==> src/rtl/mem_port_arbiter.sv <==
// Two-master arbiter for a single synchronous memory port.
// M0 (processor) and M1 (DMA/display) share the port round-robin per access.
// A master may hold lock to burst up to MAX_BURST accesses while the peer waits.
// Read data is tagged with its owner and returned RD_LAT cycles after acceptance.
//
// Handshake: a master raises mx_req with mx_addr/mx_we/mx_wdata and keeps
// them stable while mx_req=1 and mx_gnt=0. The access is accepted in exactly
// the cycle where mx_req and mx_gnt are both high; that cycle drives mem_*.
// Dropping mx_req before acceptance withdraws the request with no access.
module mem_port_arbiter #(
    parameter int ADDR_W    = 16,
    parameter int DATA_W    = 16,
    parameter int MAX_BURST = 8,
    parameter int RD_LAT    = 1
) (
    input  logic              clk,
    input  logic              reset_n,
    input  logic              m0_req,
    input  logic              m0_we,
    input  logic              m0_lock,
    input  logic [ADDR_W-1:0] m0_addr,
    input  logic [DATA_W-1:0] m0_wdata,
    output logic              m0_gnt,
    output logic              m0_rvalid,
    input  logic              m1_req,
    input  logic              m1_we,
    input  logic              m1_lock,
    input  logic [ADDR_W-1:0] m1_addr,
    input  logic [DATA_W-1:0] m1_wdata,
    output logic              m1_gnt,
    output logic              m1_rvalid,
    output logic [DATA_W-1:0] rdata,
    output logic              mem_en,
    output logic              mem_we,
    output logic [ADDR_W-1:0] mem_addr,
    output logic [DATA_W-1:0] mem_wdata,
    input  logic [DATA_W-1:0] mem_rdata,
    output logic [1:0]        dbg_state
);

    typedef enum logic [1:0] {
        IDLE = 2'd0,
        GNT0 = 2'd1,
        GNT1 = 2'd2
    } state_t;

    typedef struct packed {
        logic valid;
        logic owner;
    } rd_tag_t;

    localparam int               CNT_W   = $clog2(MAX_BURST + 1);
    localparam logic [CNT_W:0]   CNT_MAX = (CNT_W + 1)'(MAX_BURST);

    state_t                  state, state_nxt;
    logic [CNT_W-1:0]        cnt, cnt_nxt;
    logic [CNT_W:0]          cnt_inc;
    logic                    burst_done;
    logic                    last_owner;
    logic                    acc0, acc1, acc;
    rd_tag_t [RD_LAT-1:0]    rd_pipe;

    assign m0_gnt     = (state == GNT0);
    assign m1_gnt     = (state == GNT1);
    assign acc0       = m0_gnt & m0_req;
    assign acc1       = m1_gnt & m1_req;
    assign acc        = acc0 | acc1;
    assign cnt_inc    = {1'b0, cnt} + 1'b1;
    // The current access is the last one the lock may claim before yielding.
    assign burst_done = (cnt_inc >= CNT_MAX);
    assign dbg_state  = state;

    // Ownership state, tenure counter and tie-break history.
    always_ff @(posedge clk or negedge reset_n) begin
        if (!reset_n) begin
            state      <= IDLE;
            cnt        <= '0;
            last_owner <= 1'b1;
        end else begin
            state <= state_nxt;
            cnt   <= cnt_nxt;
            if (acc) begin
                last_owner <= acc1;
            end
        end
    end

    // Next owner: alternate on contention unless the owner holds a live lock.
    always_comb begin
        state_nxt = state;
        case (state)
            IDLE: begin
                if (m0_req && m1_req) begin
                    state_nxt = last_owner ? GNT0 : GNT1;
                end else if (m0_req) begin
                    state_nxt = GNT0;
                end else if (m1_req) begin
                    state_nxt = GNT1;
                end
            end
            GNT0: begin
                if (!m0_req) begin
                    state_nxt = m1_req ? GNT1 : IDLE;
                end else if (m1_req && (!m0_lock || burst_done)) begin
                    state_nxt = GNT1;
                end
            end
            GNT1: begin
                if (!m1_req) begin
                    state_nxt = m0_req ? GNT0 : IDLE;
                end else if (m0_req && (!m1_lock || burst_done)) begin
                    state_nxt = GNT0;
                end
            end
            default: state_nxt = IDLE;
        endcase
    end

    // Tenure counter: restarts on every ownership change, saturates at MAX_BURST.
    always_comb begin
        cnt_nxt = cnt;
        if (state_nxt != state) begin
            cnt_nxt = '0;
        end else if (acc && ({1'b0, cnt} < CNT_MAX)) begin
            cnt_nxt = cnt_inc[CNT_W-1:0];
        end
    end

    // Memory port mux: idle port is driven to all zeros.
    always_comb begin
        mem_en    = 1'b0;
        mem_we    = 1'b0;
        mem_addr  = '0;
        mem_wdata = '0;
        if (acc0) begin
            mem_en    = 1'b1;
            mem_we    = m0_we;
            mem_addr  = m0_addr;
            mem_wdata = m0_wdata;
        end else if (acc1) begin
            mem_en    = 1'b1;
            mem_we    = m1_we;
            mem_addr  = m1_addr;
            mem_wdata = m1_wdata;
        end
    end

    // Read-return tag pipe, aligned with the memory's read latency.
    always_ff @(posedge clk or negedge reset_n) begin
        if (!reset_n) begin
            rd_pipe <= '0;
        end else begin
            rd_pipe[0] <= '{valid: acc & ~mem_we, owner: acc1};
            for (int i = RD_LAT - 1; i > 0; i--) begin
                rd_pipe[i] <= rd_pipe[i-1];
            end
        end
    end

    assign m0_rvalid = rd_pipe[RD_LAT-1].valid & ~rd_pipe[RD_LAT-1].owner;
    assign m1_rvalid = rd_pipe[RD_LAT-1].valid &  rd_pipe[RD_LAT-1].owner;
    assign rdata     = mem_rdata;

endmodule

==> config.mk <==
export PLATFORM = sky130hd
export DESIGN_NAME = mem_port_arbiter
export DESIGN_NICKNAME = d
export VERILOG_FILES = /design/src/rtl/mem_port_arbiter.sv
export SDC_FILE = /design/constraint.sdc
export NUM_CORES = 1
export LEC_CHECK = 0
export BUFFER_PORTS_ARGS = -buffer_cell sky130_fd_sc_hd__buf_2
export CORE_MARGIN = 5
export CORE_UTILIZATION = 28
export CTS_CLUSTER_DIAMETER = 80
export DETAILED_ROUTE_END_ITERATION = 8
export GPL_TIMING_DRIVEN = 0
export MAX_ROUTING_LAYER = met4
export PLACE_DENSITY = 0.77
export SETUP_SLACK_MARGIN = 0.1
export SYNTH_ARGS = -nofsm -noshare
export SYNTH_HDL_FRONTEND = slang
export SYNTH_SLANG_ARGS = --single-unit
export TNS_END_PERCENT = 5
==> constraint.sdc <==
create_clock -name clk -period 1.9 [get_ports clk]
set_input_delay 0 -clock clk [delete_from_list [all_inputs] [get_ports clk]]
set_output_delay 0 -clock clk [all_outputs]
set_load 0.02 [all_outputs]
==> impl_results.md <==
- Post-synthesis simple-gate area fraction: 12.3%
- Layout Nets: 354
- MaxCap Viol Count: 0
- Most common cell after layout, fill and taps aside: sky130_fd_sc_hd__buf_2
- Hold Path Origin: m0_req
- Drt first pass iters: 4
- TritonCTS clock tree: built
- Floorplan Core Area: 0.00369 mm²
- Launching element of the worst setup path: cnt[1]
- Number of max-slew violations in the final report: 0
- Hold Crit Depth: 2
- Synthesized area per cell: 8.90 µm²
- Compound-Gate Fraction of Synth Area: 44.0%
- Origin of the critical flop-to-flop path: cnt[1]
- TritonCTS buffer count: 3
- Number of flops mapped to enable cells by yosys: 0
- Run status: finished, final reports clean
- Multi-input gate area in the final layout: 728 µm²
- Adder-cell share of the synthesized area: 2.34%
- Maximum number of pins on one net before global-route repair: 11
- Synth-to-layout area growth: 86.3%
- Die Footprint: 0.00515 mm²
- Type of the tightest min-delay check: primary input to register
- Global-route wire length before repair: 6990 µm
- Asr flop ratio synth: 100%
- Sort of element at the start of the critical path: register
- Final design utilization: 54.0%
- Count of input and output buffers: 126
- Per-cell via count in the routed design: 4.94
- Worst hold slack: 69.3 ps
- Path depth of the worst reg2reg path: 4
- Period minus WS final: 1780 ps
- TNS Setup: 0 ps
- Flops & latches, synth: 9
- Placed Cells: 294
- Clock slew at the register clock pins of the worst setup and hold paths: 40 ps
- Post-synthesis instance area: 0.00107 mm²
- Routed wire length: 4660 µm
- Achievable clock frequency: 563 MHz
- Count of unresolved DRC violations after routing: 0
- Area share of xor/xnor cells in the synthesized design: 1.64%
- Final worst path period share: 93.5%
- Critical path start-end classification: register to register
- Largest fanout of any net on the critical path: 6
- Slew @ Worst Pin: 380 ps
- Number of rows in the core area: 22
- WL/cell: 15.0 µm
- Arrival time of data at the critical path endpoint: 1910 ps
- Count of antenna-violating nets left after detailed routing: 0
- Non-Filler Instances: 311
- Setup repair after global routing missed its margin: yes
- Height of the die: 71.8 µm
- Final Hold Vio Count: 0
- Number of global-route vias before repair: 1521
- Remaining max-slew budget at the tightest pin: 74.5%
- Number of H-tree levels: 1
- Cell area after placement: 0.00176 mm²
- Overall die width: 71.8 µm
- Largest voltage drop on the vdd net: 0.000477 V
- FF/Latch Area: 228 µm²
- Worst clock skew on the final layout: 3.24 ps
- Syn Nets: 210
- Most used cells in the layout excluding fill and tap cells: sky130_fd_sc_hd__buf_2, sky130_fd_sc_hd__a22o_1, sky130_fd_sc_hd__buf_4, sky130_fd_sc_hd__dfrtp_1
- Most common flop cell mapped by yosys: sky130_fd_sc_hd__dfrtp_1
- Ant. Diodes: 0
- Clock latency reported for the late side of the worst-skew pair: 230 ps
- Starting utilization of the core area: 29.0%
- Distinct cell type count after synthesis: 41
- Dominant combinational cell family by area after synthesis: compound AO/OA/AOI/OAI gates
- CTS root buf: sky130_fd_sc_hd__clkbuf_8
- Yosys warning count: 0
- Worst Setup End Kind: register
- Clock sink count: 9
- Overall routing resource usage: 17.2%
- Layout cells sized above 1: 70.0%
- Number of filler cells placed in the layout: 367
- Synth Instances: 120
- Number of antenna violations at the first check in global routing: 0
- I/O pin total: 144
- Final HPWL from detailed placement: 3680 µm
- Leakage power: 0.00115 µW
- Required time worst endpoint: 2030 ps
- Max Root-Sink Buffers: 2
- Post-layout instance area: 0.00199 mm²
- Grt total ovfl: 0
- Register area share after synthesis: 21.2%
- Setup-failing EPs final: 0
- Total power density per cell area: 611 mW/mm²
- Weighted congestion at the end of routability-driven global placement: 0.754
- Initial drt markers: 70
- Multiplexer share of the synthesized area: 0.937%
- Total via count in the routed design: 1537
final timing paths:
kind	endpoint	slack, ps
max	cnt[0]	120
min	dbg_state[0]	70
max reg2reg	cnt[0]	120
min reg2reg	last_owner	480
max in group asynchronous	last_owner	1490
min in group asynchronous	cnt[3]	160
layout make-up:
class	instances	area share, %
Multi-Input combinational cell	81	36.6
Timing Repair Buffer	140	37.3
Buffer	24	8.30
Tap cell	48	3.02
Inverter	5	1.07
Sequential cell	9	11.4
Clock buffer	4	2.26
metal layers:
metal  global-route usage (%)  share of wire [%]  vias up
met4                     3.76               0.30        0
met5                        -                  0        -
met2                     29.7                 51       79
met3                     3.23                9.5        2
li1                         -                  -      748
met1                     20.8                 39      708
metrics by stage:
stage | worst slack, ps | power [µW]
6_report | 123 | 1220
2_1_floorplan | 105 | 679
3_5_place_dp | -130 | 925
5_1_grt | 43.6 | 1300
3_3_place_gp | -95.4 | 918
4_1_cts | 98.5 | 1200
critical path, cell delays in order, from the launching register on:
cell and delay [ps]:
sky130_fd_sc_hd__dfrtp_1 410, sky130_fd_sc_hd__and3_4 220, sky130_fd_sc_hd__or4b_4 520, sky130_fd_sc_hd__a41o_4 290, sky130_fd_sc_hd__a221oi_2 240
kinds of logic (layout without fill, tap and decap cells):
family                     after synthesis  in the layout
and+or+nand+nor                         20             20
muxes                                    1              1
DFF                                      9              9
buffers and inverters                   30            173
adders and majority gates                2              2
AOI/OAI and AO/OA                       56             56
xor gates and xnor gates                 2              2
Yosys cell counts, drive strengths merged (2+ instances only):
cell type / number / area share (%)
nand3b: 2 / 1.8
nand2: 4 / 1.4
or3b: 3 / 2.5
xnor2: 2 / 1.6
a311oi: 2 / 1.6
a31o: 3 / 2.5
a22o: 33 / 27
nor2b: 2 / 1.2
a21oi: 4 / 1.9
ha: 2 / 2.3
nand3: 2 / 0.94
a31oi: 3 / 2.3
a21o: 2 / 1.5
clkbuf: 4 / 1.4
a221oi: 4 / 3.3
inv: 5 / 2.0
dfrtp: 8 / 19
buf: 21 / 14
repair_timing:
item                                    4_1_cts  5_1_grt
pin swaps                                     1        6
endpoints found under the hold margin        10        0
setup buffers                                 3        8
resized for setup                            14        7
endpoints found under the setup margin       37       34
hold buffers                                  3        0
registers in the layout (all words and copies together) (netlist names):
name	cells
rd_pipe	2
last_owner	1
cnt	4
dbg_state	2
where the power goes:
group / total (µW) / internal (µW) / switching [µW]
clock network: 216 / 146 / 70.3
logic: 744 / 326 / 417
registers: 256 / 226 / 29.7
No activity file was read; power rests on OpenSTA's default activity.
